`config.mk`:
```
export PLATFORM = sky130hd
export DESIGN_NAME = branch_resolve_queue
export DESIGN_NICKNAME = d
export VERILOG_FILES = /design/src/rtl/branch_resolve_queue_pkg.sv /design/src/rtl/branch_resolve_queue_fifo.sv /design/src/rtl/branch_resolve_queue.sv
export SDC_FILE = /design/constraint.sdc
export NUM_CORES = 1
export LEC_CHECK = 0
export CELL_PAD_IN_SITES_DETAIL_PLACEMENT = 0
export CELL_PAD_IN_SITES_GLOBAL_PLACEMENT = 1
export CORE_MARGIN = 5
export CORE_UTILIZATION = 25
export DETAILED_ROUTE_END_ITERATION = 16
export DONT_BUFFER_PORTS = 1
export GPL_TIMING_DRIVEN = 0
export HOLD_SLACK_MARGIN = 0.1
export PLACE_DENSITY = 0.5
export SETUP_SLACK_MARGIN = 0.02
export SLEW_MARGIN = 5
export SYNTH_ARGS = -nofsm -noshare
export SYNTH_HDL_FRONTEND = slang
export SYNTH_HIERARCHICAL = 1
export SYNTH_SLANG_ARGS = --single-unit
```
`constraint.sdc`:
```
create_clock -name clk -period 7.4 [get_ports clk]
set_clock_uncertainty 0.15 [all_clocks]
set_input_delay 0.74 -clock clk [delete_from_list [all_inputs] [get_ports clk]]
set_output_delay 0.74 -clock clk [all_outputs]
set_load 0.05 [all_outputs]
```
`src/rtl/branch_resolve_queue_pkg.sv`:
```
// Shared branch-prediction types. This package holds the in-flight prediction entry,
// the default queue geometry and a small saturating-increment helper.
package branch_resolve_queue_pkg;

    // Default geometry. The history width must match the prediction table.
    localparam int BPQ_DEPTH = 8;
    localparam int S_HISTORY = 7;

    typedef logic [31:0] rv32i_word;

    // Predicted direction as produced by the front-end predictor mux.
    typedef enum logic {
        PRED_NOTTAKEN = 1'b0,
        PRED_TAKEN    = 1'b1
    } predictmux_t;

    // One in-flight prediction: where it was, what was guessed, and the
    // global history it was guessed with.
    typedef struct packed {
        rv32i_word             pc;
        predictmux_t           pred;
        logic [S_HISTORY-1:0]  gh;
    } bpq_entry_t;

    // Statistics counters stick at all-ones instead of wrapping to zero.
    function automatic rv32i_word sat_inc(input rv32i_word value);
        return (value == 32'hFFFF_FFFF) ? value : value + 32'd1;
    endfunction

endpackage

```
`src/rtl/branch_resolve_queue_fifo.sv`:
```
// Storage and pointer logic for the branch resolve queue. The pointers carry one
// extra bit above the index, so the same index with a different wrap bit means
// full and equal pointers mean empty. The clear input has priority over push and
// pop, and it returns both pointers to zero.
module bpq_fifo
    import branch_resolve_queue_pkg::*;
#(
    parameter int DEPTH = BPQ_DEPTH
) (
    input  logic       clk,
    input  logic       rst,
    input  logic       push,
    input  bpq_entry_t wdata,
    input  logic       pop,
    input  logic       clear,
    output bpq_entry_t head,
    output logic       full,
    output logic       empty
);

    localparam int AW = $clog2(DEPTH);
    localparam logic [AW:0] PTR_ONE = (AW + 1)'(1);

    logic [AW:0]   rd_ptr;
    logic [AW:0]   wr_ptr;
    bpq_entry_t    mem [DEPTH];
    logic          write_en;
    logic          read_en;

    // Pointer compare decides the full and empty flags. Reads and writes are gated here
    // as well, so the pointers stay consistent even if a caller does not check the flags.
    always_comb begin
        full     = (wr_ptr[AW-1:0] == rd_ptr[AW-1:0]) && (wr_ptr[AW] != rd_ptr[AW]);
        empty    = (wr_ptr == rd_ptr);
        write_en = push && !full;
        read_en  = pop && !empty;
        head     = mem[rd_ptr[AW-1:0]];
    end

    // Pointer state: clear wins, otherwise push and pop advance their pointers independently.
    // NOTE: state registers use non-blocking assignments so every flop samples pre-edge values.
    always_ff @(posedge clk or posedge rst) begin
        if (rst) begin
            rd_ptr <= '0;
            wr_ptr <= '0;
        end else if (clear) begin
            rd_ptr <= '0;
            wr_ptr <= '0;
        end else begin
            if (write_en) wr_ptr <= wr_ptr + PTR_ONE;
            if (read_en)  rd_ptr <= rd_ptr + PTR_ONE;
        end
    end

    // Entry storage is written at the write pointer.
    // NOTE: the array has no reset. The pointers alone decide which slots hold valid data,
    // so stale contents are never observed, and this keeps the array a plain RAM.
    always_ff @(posedge clk) begin
        if (write_en && !clear) begin
            mem[wr_ptr[AW-1:0]] <= wdata;
        end
    end

endmodule

```
`src/rtl/branch_resolve_queue.sv`:
```
// In-order queue of in-flight control-flow predictions between IF and EX.
// IF pushes each predicted branch. EX resolves the oldest entry.
// Each resolve produces a registered one-cycle training update. A wrong
// prediction empties the queue and pulses mispredict_flush to redirect the front end.
module branch_resolve_queue
    import branch_resolve_queue_pkg::*;
#(
    parameter int DEPTH     = BPQ_DEPTH,
    parameter int s_history = S_HISTORY
) (
    input  logic                 clk,
    input  logic                 rst,
    input  logic                 push_valid,
    input  logic [31:0]          push_pc,
    input  logic                 push_pred,
    input  logic [s_history-1:0] push_g_history,
    output logic                 push_ready,
    input  logic                 resolve_valid,
    input  logic [31:0]          resolve_pc,
    input  logic                 resolve_taken,
    input  logic                 ext_flush,
    output logic                 upd_en,
    output logic [31:0]          upd_pc,
    output logic                 upd_mispredict,
    output logic [s_history-1:0] upd_g_history,
    output logic                 mispredict_flush,
    output logic                 order_error,
    output logic [31:0]          br_count,
    output logic [31:0]          mispred_count
);

    bpq_entry_t head;
    bpq_entry_t push_entry;
    logic       full;
    logic       empty;
    logic       resolve_fire;
    logic       mispredict_now;
    logic       push_fire;
    logic       queue_clear;
    logic       order_violation;

    // Decode this cycle's handshakes. A mispredict or an external flush discards the whole
    // queue, so any push in the same cycle is dropped rather than written behind a redirect.
    // NOTE: every signal in this block gets a value on every path, so no latches are inferred.
    always_comb begin
        push_ready      = !full;
        resolve_fire    = resolve_valid && !empty;
        mispredict_now  = resolve_fire && ((head.pred == PRED_TAKEN) != resolve_taken);
        push_fire       = push_valid && push_ready && !ext_flush && !mispredict_now;
        queue_clear     = ext_flush || mispredict_now;
        order_violation = (resolve_valid && empty) ||
                          (resolve_fire && (resolve_pc != head.pc));
        push_entry.pc   = push_pc;
        push_entry.pred = predictmux_t'(push_pred);
        push_entry.gh   = push_g_history;
    end

    bpq_fifo #(
        .DEPTH (DEPTH)
    ) u_fifo (
        .clk   (clk),
        .rst   (rst),
        .push  (push_fire),
        .wdata (push_entry),
        .pop   (resolve_fire),
        .clear (queue_clear),
        .head  (head),
        .full  (full),
        .empty (empty)
    );

    // Training update: the enable pulses for each resolve, and the data fields hold between resolves.
    always_ff @(posedge clk or posedge rst) begin
        if (rst) begin
            upd_en         <= 1'b0;
            upd_pc         <= '0;
            upd_mispredict <= 1'b0;
            upd_g_history  <= '0;
        end else begin
            upd_en <= resolve_fire;
            if (resolve_fire) begin
                upd_pc         <= head.pc;
                upd_mispredict <= mispredict_now;
                upd_g_history  <= head.gh;
            end
        end
    end

    // Front-end redirect pulse and the sticky ordering-error flag.
    always_ff @(posedge clk or posedge rst) begin
        if (rst) begin
            mispredict_flush <= 1'b0;
            order_error      <= 1'b0;
        end else begin
            mispredict_flush <= mispredict_now;
            if (order_violation) order_error <= 1'b1;
        end
    end

    // Saturating statistics: resolved branches and mispredicted branches.
    always_ff @(posedge clk or posedge rst) begin
        if (rst) begin
            br_count      <= '0;
            mispred_count <= '0;
        end else begin
            if (resolve_fire)   br_count      <= sat_inc(br_count);
            if (mispredict_now) mispred_count <= sat_inc(mispred_count);
        end
    end

endmodule

```
==> Flow_metrics.wiki, run 1 <==
{| class="wikitable"
! Metric !! Value
|-
| Status || finished, final reports clean
|-
| Post-Synth XOR/XNOR Area || 5.07%
|-
| Time the final worst path needs with I/O delays and setup || roughly 6.0 ns
|-
| Global-route wire length before repair || 70,000 um
|-
| Dpl ws || 1.37 ns
|-
| Fraction of power consumed by combinational cells || 5.2%
|-
| Most frequent cell after synthesis || sky130_fd_sc_hd__edfxtp_1
|-
| Gate count of the mapped netlist || 1,033
|-
| Number of nets at the end of the flow || 1,253
|-
| Maxcap violations || 0
|-
| Number of register bits inferred by synthesis || 435
|-
| Clock tree from TritonCTS || done
|-
| Synthesized area || approximately 18,000 um2
|-
| Worst EP arrival || 6.14 ns
|-
| Dominant cells by area after synthesis || sky130_fd_sc_hd__edfxtp_1, sky130_fd_sc_hd__dfrtp_1, sky130_fd_sc_hd__mux4_2, sky130_fd_sc_hd__nand2_1, sky130_fd_sc_hd__mux2_2
|-
| Setup slack, reg-to-reg || 1.37 ns
|-
| Post-placement cell area || about 19,000 um2
|-
| CTS HTree Levels || 2
|-
| Net switching power of the design || ~1800 uW
|-
| Worst relative slew slack || 20.4%
|-
| Total count of max-transition violations in the final report || 0
|-
| Setup WS post-layout || 1.37 ns
|-
| Average cell area after synthesis || around 17 um2
|-
| Placer Congestion || 0.727
|-
| Initial antenna violation count || 6
|-
| Hold Crit Endpoint || upd_mispredict
|-
| Slew @ Worst Pin || 1.18 ns
|-
| Drt first-iter violations || 601
|-
| Crit path launch || u_fifo/wr_ptr[0]
|-
| Core Rows || 97
|-
| Critical Path Fanout Max || 10
|-
| Standby leakage power || 0.00748 uW
|-
| Area share of the largest cell type after synthesis || 54.3%
|-
| Die area || roughly 76,000 um2
|-
| Slowest CP cell || sky130_fd_sc_hd__nor3b_2
|-
| Seq pwr share || 53.7%
|-
| Hold buffers post-CTS || 42
|-
| Share of cell area taken by muxes after synthesis || 13.2%
|-
| Max Fclk || 166 MHz
|-
| Internal Pwr Total || 4380 uW
|-
| Length in cells of the worst reg-to-reg path || 15
|-
| Nature of the critical path startpoint || flip-flop
|-
| Post-Layout Cell Count || around 2,200
|-
| Power share of the clock group || 41.1%
|-
| Routed WL per cell || 21.8 um
|-
| Sequential share of the synthesized area || 70.5%
|-
| Vertical extent of the die || 276 um
|-
| CTS resizes || 0
|-
| CP Cell Sequence || buf_2 > xnor2_2 > nand3_1 > nor2_1 > nand2b_1 > buf_2 > clkinv_1 > nand2_1 > nand2b_1 > nor3b_1 > nor3b_1 > nand2b_1 > nor3b_2 > buf_6 > buf_4
|-
| Cell mode on critical path || sky130_fd_sc_hd__nand2b_1
|-
| Via count of the first global-routing pass || 10,100
|-
| Class of the tightest hold or removal check || input port to flip-flop
|-
| TritonCTS buffer count || 49
|-
| Area overhead of the layout relative to synthesis || 21.7%
|-
| Final global-route overflow total || 0
|-
| Worst-case clock buffer depth || 3
|-
| Starting density of the core || roughly a quarter
|-
| Main combinational cell family by area after synthesis || multiplexers
|-
| Final WL || 46,900 um
|-
| Remaining number of nets flagged by the antenna check after routing || 0
|-
| Area share of and/or/nand/nor cells after synthesis || approximately 8.8%
|-
| Library cells used by synthesis || 50
|-
| Fin crit share || 81.4%
|-
| Slowest Stage Delay on Critical Path || about 0.77 ns
|-
| Root Buffer || sky130_fd_sc_hd__clkbuf_16
|-
| Most area-hungry cell type in the Yosys netlist || sky130_fd_sc_hd__edfxtp_1
|-
| Startpoint of the tightest hold check path || resolve_taken
|-
| First drt pass iteration count || 5
|-
| Post-layout util || 30.7%
|-
| Switch share || 28.8%
|-
| Placed cell count || between 2,000 and 2,500
|-
| Layout cell share with drive strength beyond 1 || 23.8%
|-
| Main flop type after synthesis || sky130_fd_sc_hd__edfxtp_1
|-
| Top cells by instance count after synthesis || sky130_fd_sc_hd__edfxtp_1, sky130_fd_sc_hd__nand2_1, sky130_fd_sc_hd__dfrtp_1, sky130_fd_sc_hd__mux4_2, sky130_fd_sc_hd__xnor2_1
|-
| Power per cell area || roughly 290 nW/um2
|-
| IO Port Bufs || 0
|-
| Top-level port count || 186
|-
| Capture instance of the worst register-to-register path || u_fifo/mem[2][35]
|-
| Detailed-route vias per instance || 4.39
|-
| Startpoint-to-endpoint class of the critical path || flip-flop to flip-flop
|-
| Worst hold path depth || 3
|-
| Sinks on Clock Net || 435
|-
| Largest net degree at the start of global routing || 77
|-
| Total nets after synthesis || 1,115
|-
| Data required, critical path || 7.51 ns
|-
| Detailed Place HPWL || 33,500 um
|-
| Compound-gate portion of the synthesized area || 0.664%
|-
| Peak supply drop || 0.161 mV
|-
| Share of flip-flops with an asynchronous set or reset || 26.4%
|-
| Yosys warning count || 6
|-
| Horizontal die dimension || between 200 and 300 um
|-
| Remaining DRCs || 0
|-
| Number of flops mapped to enable cells by yosys || between 300 and 400
|-
| Later-pin clock latency in the skew report || 0.61 ns
|-
| Launch point of the worst reg-to-reg path || u_fifo/wr_ptr[0]
|-
| Global-route usage over all layers || 12.1%
|-
| Worst slack on hold paths || 0.367 ns
|-
| Total vias in the final route || roughly 9,500
|-
| Share of synthesized cell area in full adder, half adder and majority cells || 0.283%
|-
| Area of all placed cells without fillers || 21,600 um2
|-
| Total core area || about 70,000 um2
|-
| Number of setup buffers added after CTS || 0
|-
| Setup repair after global routing missed its margin || no
|-
| Setup Viol. Count Final || 0
|-
| CP Capture Type || flip-flop
|-
| Final Hold Fails || 0
|-
| Reg clk slew, reported paths || 0.06 ns
|}
area by class of cell:
| cell class | instances | area, um2 |
|---|---|---|
| fill | 7031 | 48600 |
| sequential | 435 | 12500 |
| multi-input combinational | 548 | 5020 |
| clock buffer | 70 | 1400 |
| tap | 940 | 1180 |
| timing repair buffer | 87 | 895 |
| clock inverter | 21 | 308 |
| buffer | 42 | 225 |
| inverter | 8 | 35.0 |
| antenna | 5 | 12.5 |
flip-flops by register name, indices dropped and copies added, names as in the netlist:
name / count
order_error: 1
upd_mispredict: 1
u_fifo/rd_ptr: 4
u_fifo/wr_ptr: 4
u_fifo/mem: 320
br_count: 32
upd_en: 1
upd_pc: 32
mispred_count: 32
upd_g_history: 7
mispredict_flush: 1
worst max-delay path, delay by kind of cell (launching register included):
| kind | cells | cell delay (ns) |
|---|---|---|
| XOR/XNOR | 1 | 0.41 |
| buffers and inverters | 5 | 1.66 |
| AND/OR/NAND/NOR | 9 | 3.09 |
| flip-flops | 1 | 0.38 |
how the worst max path moves through the flow:
stage / to / slack (ns) / cells after the start
after detailed placement: u_fifo/mem[2][24] / 1.37 / 15
final: u_fifo/mem[2][35] / 1.37 / 15
after floorplan: u_fifo/mem[4][0] / 0.31 / 10
after CTS: u_fifo/mem[2][35] / 1.33 / 15
after global placement: u_fifo/mem[4][17] / -6.01 / 12
after global routing: u_fifo/mem[2][35] / 0.96 / 15
per-layer routing:
layer	GRT usage [%]	routed length [um]
met3	4.71	4030
met5	0	23
met4	2.86	865
met1	16.6	21400
met2	18.3	20600
power by group through the flow:
| stage | Clock (uW) | Combinational (uW) | Sequential (uW) |
|---|---|---|---|
| 2_1_floorplan | 0 | 207 | 3290 |
| 3_3_place_gp | 0 | 279 | 3360 |
| 3_5_place_dp | 0 | 291 | 3360 |
| 4_1_cts | 2620 | 334 | 3310 |
| 5_1_grt | 2720 | 370 | 3320 |
| 6_report | 2530 | 322 | 3300 |
cells by family after synthesis:
family / after synthesis
DFF: 435
and+or+nand+nor: 303
muxes: 128
xor gates and xnor gates: 100
buffers and inverters: 50
AOI/OAI and AO/OA: 13
adders and majority gates: 4
stage by stage:
step	total power [uW]	TNS, ns
after floorplan	3500	0
after global placement	3640	-1244.93
after detailed placement	3650	0
after CTS	6260	0
after global routing	6410	0
final	6150	0
layout by cell type (no fill, tap or decap), types with 19 or more instances in the layout:
cell and count:
sky130_fd_sc_hd__mux4_2 80, sky130_fd_sc_hd__nand4_1 34, sky130_fd_sc_hd__buf_6 28, sky130_fd_sc_hd__edfxtp_1 320, sky130_fd_sc_hd__clkbuf_1 30, sky130_fd_sc_hd__nand2_1 148, sky130_fd_sc_hd__dfrtp_1 115, sky130_fd_sc_hd__clkbuf_16 50
sky130_fd_sc_hd__nand3_1 27, sky130_fd_sc_hd__mux2_2 44, sky130_fd_sc_hd__xnor2_1 50, sky130_fd_sc_hd__xor2_1 47, sky130_fd_sc_hd__dlygate4sd3_1 42, sky130_fd_sc_hd__buf_4 19
(Power assumes the default switching activity.)
==> inputs of run 2 (changes only) <==
ABC_AREA = 1   (was unset)
PLACE_DENSITY = 0.51   (was 0.5)
clock period = 6.1 ns   (was 7.4 ns; I/O delays follow)
==> Flow_metrics.wiki, run 2 <==
{| class="wikitable"
! Metric !! Value
|-
| Max FFs per register || 320 (unchanged)
|-
| Placed cell count || 2,948 (was 2,018)
|-
| Number of flops mapped to enable cells by yosys || 320 (unchanged)
|-
| CP Capture Type || flip-flop (unchanged)
|-
| Power, Total || 7950 uW (was 6150 uW)
|-
| Worst relative slew slack || 17.3% (was 20.4%)
|-
| Maxcap violations || 0 (unchanged)
|-
| Synthesized area || 19,300 um2 (was 17,700 um2)
|-
| Horizontal die dimension || 288 um (was 276 um)
|-
| Yosys warning count || 6 (unchanged)
|-
| Average cell area after synthesis || 10.1 um2 (was 17.1 um2)
|-
| Sequential share of the synthesized area || 64.7% (was 70.5%)
|-
| Nature of the critical path startpoint || flip-flop (unchanged)
|-
| Global-route wire length before repair || 94,200 um (was 70,000 um)
|-
| Drt first-iter violations || 762 (was 601)
|-
| Launch point of the worst reg-to-reg path || u_fifo/rd_ptr[1] (was u_fifo/wr_ptr[0])
|-
| Data required, critical path || 6.25 ns (was 7.51 ns)
|-
| Most common cell after layout, fill and taps aside || sky130_fd_sc_hd__nand2_1 (was sky130_fd_sc_hd__edfxtp_1)
|-
| Fin crit share || 72.8% (was 81.4%)
|-
| Startpoint of the tightest hold check path || resolve_taken (unchanged)
|-
| Final Hold Fails || 0 (unchanged)
|-
| Post-placement cell area || 21,000 um2 (was 19,400 um2)
|-
| Routed WL per cell || 20.6 um (was 21.8 um)
|-
| Clock tree from TritonCTS || done (unchanged)
|-
| Largest net degree at the start of global routing || 59 (was 77)
|-
| Number of register bits inferred by synthesis || 435 (unchanged)
|-
| IO Port Bufs || 0 (unchanged)
|-
| Total nets after synthesis || 1,987 (was 1,115)
|-
| Remaining number of nets flagged by the antenna check after routing || 0 (unchanged)
|-
| Most frequent cells in the layout || sky130_fd_sc_hd__nand2_1, sky130_fd_sc_hd__edfxtp_1, sky130_fd_sc_hd__nor2_1, sky130_fd_sc_hd__o21ai_0, sky130_fd_sc_hd__dfrtp_1 (was sky130_fd_sc_hd__edfxtp_1, sky130_fd_sc_hd__nand2_1, sky130_fd_sc_hd__dfrtp_1, sky130_fd_sc_hd__mux4_2)
|-
| Top-level port count || 186 (unchanged)
|-
| Dominant cells by area after synthesis || sky130_fd_sc_hd__edfxtp_1, sky130_fd_sc_hd__dfrtp_1, sky130_fd_sc_hd__nand2_1, sky130_fd_sc_hd__nor2_1, sky130_fd_sc_hd__o21ai_0 (was sky130_fd_sc_hd__edfxtp_1, sky130_fd_sc_hd__dfrtp_1, sky130_fd_sc_hd__mux4_2, sky130_fd_sc_hd__nand2_1, sky130_fd_sc_hd__mux2_2)
|-
| Later-pin clock latency in the skew report || 0.61 ns (about the same)
|-
| Class of the tightest hold or removal check || input port to flip-flop (unchanged)
|-
| Slew @ Worst Pin || 1.24 ns (was 1.18 ns)
|-
| Post-Layout Cell Count || 3,089 (was 2,156)
|-
| Layout cell share with drive strength beyond 1 || 8.99% (was 23.8%)
|-
| Most area-hungry cell type in the Yosys netlist || sky130_fd_sc_hd__edfxtp_1 (unchanged)
|-
| Area of all placed cells without fillers || 23,100 um2 (was 21,600 um2)
|-
| Time the final worst path needs with I/O delays and setup || 4.44 ns (was 6.03 ns)
|-
| Top cells by instance count after synthesis || sky130_fd_sc_hd__nand2_1, sky130_fd_sc_hd__edfxtp_1, sky130_fd_sc_hd__nor2_1, sky130_fd_sc_hd__o21ai_0, sky130_fd_sc_hd__dfrtp_1 (was sky130_fd_sc_hd__edfxtp_1, sky130_fd_sc_hd__nand2_1, sky130_fd_sc_hd__dfrtp_1, sky130_fd_sc_hd__mux4_2, sky130_fd_sc_hd__xnor2_1)
|-
| Final WL || 63,700 um (was 46,900 um)
|-
| Starting density of the core || 25.3% (was 25.2%)
|-
| Sinks on Clock Net || 435 (unchanged)
|-
| Final global-route overflow total || 0 (unchanged)
|-
| Main flop type after synthesis || sky130_fd_sc_hd__edfxtp_1 (unchanged)
|-
| Initial antenna violation count || 4 (was 6)
|-
| Setup TNS after final layout || 0 ns (unchanged)
|-
| Hold Crit Endpoint || mispredict_flush (was upd_mispredict)
|-
| Gate count of the mapped netlist || 1,905 (was 1,033)
|-
| Setup slack, reg-to-reg || 1.66 ns (was 1.37 ns)
|-
| Setup repair after global routing missed its margin || no (unchanged)
|-
| Total vias in the final route || 13,800 (was 9,464)
|-
| Power per cell area || 344 nW/um2 (was 285 nW/um2)
|-
| Total count of max-transition violations in the final report || 0 (unchanged)
|-
| Number of nets at the end of the flow || 2,096 (was 1,253)
|-
| Vertical extent of the die || 288 um (was 276 um)
|-
| Setup Viol. Count Final || 0 (unchanged)
|-
| Area share of the largest cell type after synthesis || 49.8% (was 54.3%)
|-
| Startpoint-to-endpoint class of the critical path || flip-flop to flip-flop (unchanged)
|-
| Global-route usage over all layers || 15.2% (was 12.1%)
|-
| Placer Congestion || 0.805 (was 0.727)
|-
| TritonCTS buffer count || 51 (was 49)
|-
| Area overhead of the layout relative to synthesis || 19.8% (was 21.7%)
|-
| Peak supply drop || 0.168 mV (was 0.161 mV)
|-
| Capture instance of the worst register-to-register path || u_fifo/mem[3][28] (was u_fifo/mem[2][35])
|-
| Most frequent cell after synthesis || sky130_fd_sc_hd__nand2_1 (was sky130_fd_sc_hd__edfxtp_1)
|-
| Max Fclk || 225 MHz (was 166 MHz)
|-
| Core Rows || 101 (was 97)
|-
| Post-layout util || 30.3% (was 30.7%)
|-
| Total core area || 76,200 um2 (was 70,100 um2)
|-
| First drt pass iteration count || 5 (unchanged)
|-
| Share of flip-flops with an asynchronous set or reset || 26.4% (unchanged)
|-
| Root Buffer || sky130_fd_sc_hd__clkbuf_16 (unchanged)
|-
| Length in cells of the worst reg-to-reg path || 15 (unchanged)
|-
| Remaining DRCs || 0 (unchanged)
|-
| Worst EP arrival || 4.59 ns (was 6.14 ns)
|-
| Library cells used by synthesis || 39 (was 50)
|-
| Detailed Place HPWL || 44,300 um (was 33,500 um)
|-
| CTS resizes || 0 (unchanged)
|-
| Worst-case clock buffer depth || 3 (unchanged)
|-
| Critical Path Fanout Max || 21 (was 10)
|-
| Die area || 82,900 um2 (was 76,300 um2)
|-
| Status || finished, final reports clean (unchanged)
|-
| Worst hold path depth || 2 (was 3)
|-
| CTS HTree Levels || 2 (unchanged)
|-
| Standby leakage power || 0.00882 uW (was 0.00748 uW)
|-
| Reg clk slew, reported paths || 0.06 ns (about the same)
|-
| Via count of the first global-routing pass || 13,900 (was 10,100)
|-
| Detailed-route vias per instance || 4.48 (was 4.39)
|}
-- run 2: cell count changes after synthesis, moves of 16 or more --
cell,before,now
sky130_fd_sc_hd__nand2_1,148,553
sky130_fd_sc_hd__nor2_1,15,267
sky130_fd_sc_hd__o21ai_0,0,198
sky130_fd_sc_hd__inv_1,7,101
sky130_fd_sc_hd__o22ai_1,0,82
sky130_fd_sc_hd__mux4_2,80,0
sky130_fd_sc_hd__mux2_2,44,0
sky130_fd_sc_hd__xnor2_1,50,15
sky130_fd_sc_hd__buf_6,7,26
sky130_fd_sc_hd__xor2_1,47,30
sky130_fd_sc_hd__nand4_1,34,18
-- run 2: timing repair --
action,CTS,global route
endpoints found under the hold margin,379,0
hold buffers,43,0
setup buffers,0,0
-- run 2: kinds of logic (layout without fill, tap and decap cells) --
logic type,after synthesis,after routing,synth area share [%]
AO/OA/AOI/OAI,300,300,8.54
XOR/XNOR,45,45,2.04
adder cells (fa/ha/maj),4,4,0.259
buffers and inverters,192,344,5.03
flip-flops,435,435,64.7
other,0,2,0
AND/OR/NAND/NOR,929,929,19.4
-- run 2: final cells by class --
class / instances / area, um2
clock inverter: 31 / 310
multi-input combinational: 1278 / 5900
clock buffer: 65 / 1390
antenna: 2 / 5.00
tap: 1030 / 1290
fill: 7881 / 53100
sequential: 435 / 12500
timing repair buffer: 56 / 758
inverter: 108 / 413
buffer: 84 / 563
-- run 2: report_power, final --
part | switching, uW | leakage (uW) | internal, uW | total, uW
combinational | 397 | 0.00361 | 209 | 605
clock | 1290 | 0.000831 | 1800 | 3090
sequential | 891 | 0.00438 | 3360 | 4260
-- run 2: worst max path at each step --
stage,from,end,slack (ns)
6_report,u_fifo/rd_ptr[1],u_fifo/mem[3][28],1.66
5_1_grt,u_fifo/rd_ptr[1],u_fifo/mem[3][38],1.38
4_1_cts,u_fifo/rd_ptr[1],u_fifo/mem[3][25],1.64
3_5_place_dp,u_fifo/rd_ptr[1],u_fifo/mem[3][24],1.65
3_3_place_gp,u_fifo/rd_ptr[1],u_fifo/mem[4][14],-1.05
2_1_floorplan,u_fifo/rd_ptr[0],u_fifo/mem[0][0],2.01
-- run 2: worst max-delay path, cell delays in order (launching register included) --
cell,delay (ns)
sky130_fd_sc_hd__dfrtp_1,0.45
sky130_fd_sc_hd__inv_2,0.21
sky130_fd_sc_hd__clkbuf_1,0.48
sky130_fd_sc_hd__o21ai_0,0.19
sky130_fd_sc_hd__o22ai_1,0.15
sky130_fd_sc_hd__nand2_1,0.07
sky130_fd_sc_hd__nand2_1,0.18
sky130_fd_sc_hd__nand2_1,0.07
sky130_fd_sc_hd__inv_1,0.09
sky130_fd_sc_hd__nor3_4,0.08
sky130_fd_sc_hd__inv_1,0.10
sky130_fd_sc_hd__nand4_1,0.23
sky130_fd_sc_hd__inv_1,0.35
sky130_fd_sc_hd__nand3_4,0.27
sky130_fd_sc_hd__nor2_4,0.75
sky130_fd_sc_hd__buf_12,0.28
-- run 2: metal layers --
metal / wire, um / vias to the layer above / GRT usage (%)
met2: 30400 / 358 / 25.2
met1: 28100 / 6709 / 19.9
met4: 1450 / 6 / 4.21
li1: - / 6677 / -
met5: 41 / - / 0
met3: 3790 / 80 / 3.37
-- run 2: stage by stage --
| stage | hold slack, ns | worst slack [ns] |
|---|---|---|
| floorplan | 0.276 | 2.01 |
| detailed placement | 0.335 | 1.65 |
| global placement | 0.332 | -1.05 |
| finish | 0.202 | 1.66 |
| global route | 0.236 | 1.38 |
| CTS | 0.163 | 1.64 |
